### config.mk
export PLATFORM = sky130hd
export DESIGN_NAME = dm_access
export DESIGN_NICKNAME = d
export VERILOG_FILES = /design/src/rtl/dm_access.sv
export SDC_FILE = /design/constraint.sdc
export NUM_CORES = 1
export LEC_CHECK = 0
export ABC_AREA = 1
export CAP_MARGIN = 20
export CORE_UTILIZATION = 40
export DETAILED_ROUTE_END_ITERATION = 16
export PLACE_DENSITY = 0.79
export SYNTH_ARGS = -nofsm -noshare
export SYNTH_HDL_FRONTEND = slang
export SYNTH_SLANG_ARGS = --single-unit
### constraint.sdc
create_clock -name clk_i -period 2.2 [get_ports clk_i]
set_input_delay 0.44 -clock clk_i [delete_from_list [all_inputs] [get_ports clk_i]]
set_output_delay 0.44 -clock clk_i [all_outputs]
set_load 0.01 [all_outputs]
### src/rtl/dm_access.sv
// dm_access: memory-stage load/store access unit.
// Turns the M-stage load/store into one transaction on the microsystem bus and
// freezes the pipeline while that transaction is outstanding. Load data comes
// back byte-selected and sign/zero-extended for the MEM/WB DR input.
//
// Optional feature macro: DM_BUS_TIMEOUT_EN
//   defined   : BUSY gives up after TIMEOUT cycles without bus_ack, pulses bus_err_o
//   undefined : BUSY waits indefinitely, bus_err_o tied 0
//
// Ports:
//   clk_i        clock, rising edge
//   rst_ni       synchronous active-low reset
//   mem_op_i     M-stage op: 0 none,1 lw,2 lh,3 lhu,4 lb,5 lbu,6 sw,7 sh,8 sb; 9-15 none
//   ao_i         effective address
//   wd_i         store data
//   bus_req_o    transaction request, held until ack
//   bus_we_o     1 = write
//   bus_addr_o   word address ao_i[31:2]
//   bus_be_o     byte enables
//   bus_wdata_o  lane-replicated store data
//   bus_ack_i    transaction complete (1-cycle pulse)
//   bus_rdata_i  read word, valid with bus_ack_i
//   dr_o         extended load data
//   stall_o      pipeline freeze
//   addr_err_o   1-cycle misaligned-access pulse
//   bus_err_o    1-cycle timeout pulse
//
// state | meaning
// IDLE  | no transaction; accepts a new aligned op
// BUSY  | request on the bus, waiting for ack
// DONE  | result ready, pipeline advances; always back to IDLE
module dm_access #(
    parameter int TIMEOUT = 16
) (
    input  logic        clk_i,
    input  logic        rst_ni,
    input  logic [3:0]  mem_op_i,
    input  logic [31:0] ao_i,
    input  logic [31:0] wd_i,
    output logic        bus_req_o,
    output logic        bus_we_o,
    output logic [29:0] bus_addr_o,
    output logic [3:0]  bus_be_o,
    output logic [31:0] bus_wdata_o,
    input  logic        bus_ack_i,
    input  logic [31:0] bus_rdata_i,
    output logic [31:0] dr_o,
    output logic        stall_o,
    output logic        addr_err_o,
    output logic        bus_err_o
);

    localparam logic [3:0] OP_LW = 4'd1, OP_LH = 4'd2, OP_LHU = 4'd3, OP_LB = 4'd4,
                           OP_LBU = 4'd5, OP_SW = 4'd6, OP_SH = 4'd7, OP_SB = 4'd8;

    if (TIMEOUT < 2 || TIMEOUT > 255) begin : g_bad_timeout
        $error("dm_access: TIMEOUT must be in 2..255");
    end

    typedef enum logic [1:0] {IDLE, BUSY, DONE} state_t;

    state_t      state_q, state_d;
    logic        we_q, we_d;
    logic [29:0] addr_q, addr_d;
    logic [3:0]  be_q, be_d;
    logic [31:0] wdata_q, wdata_d;
    logic [3:0]  op_q, op_d;
    logic [1:0]  off_q, off_d;
    logic [31:0] dr_q, dr_d;
    logic        aerr_q, aerr_d;
    logic        berr_q, berr_d;

    logic        is_load, is_store, misaligned, go;
    logic [3:0]  be_new;
    logic [31:0] wdata_new;
    logic        ld_q;
    logic [15:0] half_sel;
    logic [7:0]  byte_sel;
    logic [31:0] ld_ext;

    assign is_load    = (mem_op_i >= OP_LW) && (mem_op_i <= OP_LBU);
    assign is_store   = (mem_op_i >= OP_SW) && (mem_op_i <= OP_SB);
    assign misaligned = ((mem_op_i == OP_LW || mem_op_i == OP_SW) && (ao_i[1:0] != 2'b00))
                     || ((mem_op_i == OP_LH || mem_op_i == OP_LHU || mem_op_i == OP_SH) && ao_i[0]);
    assign go         = (state_q == IDLE) && (is_load || is_store) && !misaligned;

    always_comb begin
        be_new    = 4'b1111;
        wdata_new = 32'd0;
        case (mem_op_i)
            OP_SW: wdata_new = wd_i;
            OP_SH: begin
                be_new    = ao_i[1] ? 4'b1100 : 4'b0011;
                wdata_new = {2{wd_i[15:0]}};
            end
            OP_SB: begin
                be_new    = 4'b0001 << ao_i[1:0];
                wdata_new = {4{wd_i[7:0]}};
            end
            default: ;
        endcase
    end

    // Extraction works from the latched op/offset, never the live inputs.
    assign ld_q     = (op_q >= OP_LW) && (op_q <= OP_LBU);
    assign half_sel = off_q[1] ? bus_rdata_i[31:16] : bus_rdata_i[15:0];

    always_comb begin
        case (off_q)
            2'd0:    byte_sel = bus_rdata_i[7:0];
            2'd1:    byte_sel = bus_rdata_i[15:8];
            2'd2:    byte_sel = bus_rdata_i[23:16];
            default: byte_sel = bus_rdata_i[31:24];
        endcase
    end

    always_comb begin
        case (op_q)
            OP_LH:   ld_ext = {{16{half_sel[15]}}, half_sel};
            OP_LHU:  ld_ext = {16'd0, half_sel};
            OP_LB:   ld_ext = {{24{byte_sel[7]}}, byte_sel};
            OP_LBU:  ld_ext = {24'd0, byte_sel};
            default: ld_ext = bus_rdata_i;
        endcase
    end

`ifdef DM_BUS_TIMEOUT_EN
    logic [7:0] cnt_q, cnt_d;
    logic       expired;
    assign expired = (cnt_q == 8'(TIMEOUT - 1));
`endif

    always_comb begin
        state_d = state_q;
        we_d    = we_q;
        addr_d  = addr_q;
        be_d    = be_q;
        wdata_d = wdata_q;
        op_d    = op_q;
        off_d   = off_q;
        dr_d    = dr_q;
        aerr_d  = 1'b0;
        berr_d  = 1'b0;
`ifdef DM_BUS_TIMEOUT_EN
        cnt_d   = cnt_q;
`endif
        case (state_q)
            IDLE: begin
                if (go) begin
                    state_d = BUSY;
                    we_d    = is_store;
                    addr_d  = ao_i[31:2];
                    be_d    = be_new;
                    wdata_d = wdata_new;
                    op_d    = mem_op_i;
                    off_d   = ao_i[1:0];
`ifdef DM_BUS_TIMEOUT_EN
                    cnt_d   = 8'd0;
`endif
                end else if (is_load || is_store) begin
                    aerr_d = 1'b1;
                end
            end
            BUSY: begin
                if (bus_ack_i) begin
                    if (ld_q) dr_d = ld_ext;
                    state_d = DONE;
`ifdef DM_BUS_TIMEOUT_EN
                end else if (expired) begin
                    berr_d  = 1'b1;
                    if (ld_q) dr_d = 32'd0;
                    state_d = DONE;
                end else begin
                    cnt_d = cnt_q + 8'd1;
`endif
                end
            end
            DONE:    state_d = IDLE;
            default: state_d = IDLE;
        endcase
    end

    always_ff @(posedge clk_i) begin
        if (!rst_ni) begin
            state_q <= IDLE;
            we_q    <= 1'b0;
            addr_q  <= 30'd0;
            be_q    <= 4'd0;
            wdata_q <= 32'd0;
            op_q    <= 4'd0;
            off_q   <= 2'd0;
            dr_q    <= 32'd0;
            aerr_q  <= 1'b0;
            berr_q  <= 1'b0;
`ifdef DM_BUS_TIMEOUT_EN
            cnt_q   <= 8'd0;
`endif
        end else begin
            state_q <= state_d;
            we_q    <= we_d;
            addr_q  <= addr_d;
            be_q    <= be_d;
            wdata_q <= wdata_d;
            op_q    <= op_d;
            off_q   <= off_d;
            dr_q    <= dr_d;
            aerr_q  <= aerr_d;
            berr_q  <= berr_d;
`ifdef DM_BUS_TIMEOUT_EN
            cnt_q   <= cnt_d;
`endif
        end
    end

    assign bus_req_o   = (state_q == BUSY);
    assign bus_we_o    = we_q;
    assign bus_addr_o  = addr_q;
    assign bus_be_o    = be_q;
    assign bus_wdata_o = wdata_q;
    assign dr_o        = dr_q;
    assign stall_o     = go || (state_q == BUSY);
    assign addr_err_o  = aerr_q;
`ifdef DM_BUS_TIMEOUT_EN
    assign bus_err_o   = berr_q;
`else
    assign bus_err_o   = 1'b0;
`endif

endmodule

==> flow_summary.toml <==
[place]
gp_congestion = 0.937
detailed_place_hpwl_um = 12800
placed_area_sq_um = 8130
place_ws_ns = -0.356
io_buffers = 204
place_inst = 1303

[worst_setup_path]
cp_top_family = "buffers and inverters"
reg2reg_slack_ns = 0.53
slowest_delay_ns = 0.26
timing.rr.end = "bus_wdata_o[25]"
r2r_start = "state_q[1]"
worstPathRequired_ns = 1.76
worstSetupEndpointType = "output port"
cp-startpoint = "mem_op_i[1]"
crit_chain = "dlygate4sd2_1, inv_1, nand2_1, nand2_2, nand2_1, a21oi_4, nand3_4, nand2_1, clkdlybuf4s15_2"
worstSetupPathType = "input pin to output port"
crit_path_start_kind = "input pin"
critPathMaxFanout = 3
critical_path_depth = 9
crit_slowest_cell = "dlygate4sd2_1"
crit_arrival_ns = 1.57
critPathBufInv = 3
endpoint = "stall_o"
cpMostUsedCell = "nand2_1"
rr_worst_depth = 9

[layout]
drive_gt1_share_pct = 6.75
postLayoutCellArea_sq_um = 8450
area_delta_synth_final_pct = 48.1
layout_commonest_cell = "nand2_1"
n_fill_cell = 1316
antenna_cells = 0
final_cells = 1320
nets = 1238
final_cell_mix = "276 x nand2_1, 198 x clkdlybuf4s50_1, 148 x nor2_1"
fin_util_pct = 60.9

[sta]
min_period_over_period_pct = 91.5
slew_violations = 0
relSlewSlack_pct = 60.8
setup_viol = 0
min_period_ns = 2.01
rsz0062_at_grt = "no"
hold_ws_ns = 0.375
fin_ws_ns = 0.187
timing.fmax_mhz = 497
hold_viol_final = 0
worst_pin_slew_ns = 0.585
fin_setup_tns_ns = 0
clock_skew_ns = 0.00907

[floorplan]
die_x_um = 121
initial_core_util_pct = 41.1
pin_count = 206
rows = 43
core_sq_um = 13900
die_y_um = 121
die-area_sq_um = 14800

[clocking]
cts_hold_buf = 0
cts_buffer_depth = 2
cts.sink_count = 108
clkTransAtPathRegs_ns = 0.08
cts_tree = "built"
clk_latency_ns = 0.36
root_buffer = "clkbuf_16"
htree_levels = 3
cts_made_buffers = 9

[grt]
antenna_found_initial = 0
grt_pass1_wl_um = 28800
grt_util_met2_pct = 41.3
busiest_layer = "met2"
grt_pass1_vias = 5887
grt_start_max_net_pins = 95
use_met1_pct = 30.6
grt_overflow = 0
grtUsageMet3_pct = 6.16
track_usage_pct = 24.8

[routing]
drc = 0
wl_per_cell_um = 13.6
ant_nets = 0
viasPerCell = 4.89
vias = 6461
drtIter0Drc = 563
wirelength_um = 18000
drt_pass1_iterations = 6

[logic_synthesis]
synth_compound_area_share_pct = 6.75
synthAdderAreaFrac_pct = 0
syn_inst = 931
synth_nets = 1034
synth_area_leader_cell = "dfxtp_1"
synth_xor_xnor_area_share_pct = 0
synth_area_per_cell_sq_um = 6.13
synthMuxAreaShare_pct = 0
synth_top_family_by_area = "simple AND/OR/NAND/NOR gates"
yosys_warnings = 0
synth_cell_type_count = 28
synthTopCellsByArea = "dfxtp_1 38%, nand2_1 18%, nor2_1 9.8%"
synth-simple-area-share_pct = 42.4
synth.cell_area_sq_um = 5710
yosys_register_bits = 108
yosysSeqAreaShare_pct = 37.9
synth_top_cell_area_share_pct = 37.9

[pwr]
sequentialPowerShare_pct = 41.5
swShare_pct = 29.6
p_sw_mw = 1.53
p_clk_share_pct = 33.1
leakagePower_nw = 4.26
p_comb_share_pct = 25.3
power.total_mw = 5.17
ir_drop_uv = 347
p_per_area_nw_per_um2 = 611
internal-power_mw = 3.64

[job]
cap_violations = 0

[worst_hold_path]
hold_path.class = "input pin to flop"

[outcome]
status = "finished, final reports clean"
[power by group through the flow]
stage          logic (mW)  clock network, mW  registers, mW
6_report             1.31               1.71           2.14
5_1_grt              1.44               1.82           2.16
4_1_cts              1.31               1.75           2.15
3_5_place_dp         1.30                  0           2.19
3_3_place_gp         1.29                  0           2.19
2_1_floorplan       0.632                  0           2.22
[cell usage after synthesis]
cell type and number:
nor2_1 149, o21ai_0 24, inv_2 3, nor3_1 5, clkinv_1 1, inv_1 127
o21ai_1 1, nand4_1 37, a21oi_1 33, nor2_4 3, a31oi_1 5, buf_4 9
nor2_8 1, conb_1 1, o22ai_1 4, a21oi_4 1, buf_1 6, nand3b_2 1
nand2_1 277, clkbuf_1 32, nand3_1 86, nor3b_1 2, buf_2 7, nand2_2 2
nand3_4 2, or2_2 1, o211ai_1 3, dfxtp_1 108
[routing by layer]
| metal | vias to the layer above | part of all wire, % |
|---|---|---|
| met4 | 0 | 1.9 |
| met3 | 26 | 8.6 |
| met2 | 239 | 47 |
| met5 | - | 0 |
| li1 | 3293 | - |
| met1 | 2903 | 43 |
[sequential cells by signal (all words and copies together) (netlist names)]
register     cells
bus_wdata_o     32
dr_o            32
bus_addr_o      30
bus_be_o         4
op_q             4
off_q            2
state_q          2
addr_err_o       1
bus_we_o         1
[logic make-up after synthesis]
family                 count (synthesis)
buffers and inverters                185
AO/OA/AOI/OAI                         71
other                                  1
flip-flops                           108
AND/OR/NAND/NOR                      566
[layout make-up]
type | count | area (sq um) | area share, %
multi-input cells | 638 | 2810 | 33.3
repair buffers | 247 | 2450 | 29.0
flip-flops and latches | 108 | 2160 | 25.6
inverters | 131 | 492 | 5.82
clock buffers | 12 | 256 | 3.03
well taps | 180 | 225 | 2.66
clock inverters | 4 | 55.1 | 0.651
[worst min-delay path, delay by kind of cell]
family / cells / cell delay (ns)
buffers and inverters: 2 / 0.20
and+or+nand+nor: 1 / 0.05
[worst min path at each step]
| stage | start | endpoint | slack (ns) | cells after the start |
|---|---|---|---|---|
| finish | rst_ni | state_q[1] | 0.37 | 3 |
| floorplan | op_q[0] | op_q[0] | 0.47 | 2 |
| global route | rst_ni | state_q[1] | 0.38 | 3 |
| detailed placement | bus_wdata_o[20] | bus_wdata_o[20] | 0.46 | 2 |
| global placement | bus_wdata_o[8] | bus_wdata_o[8] | 0.46 | 2 |
| CTS | rst_ni | state_q[0] | 0.37 | 3 |
[timing repair]
action                     CTS  global route
setup endpoints to repair    1            31
resized for setup            9             1
buffers inserted             1             0
pin swaps                    1             0
(Power assumes the default switching activity.)
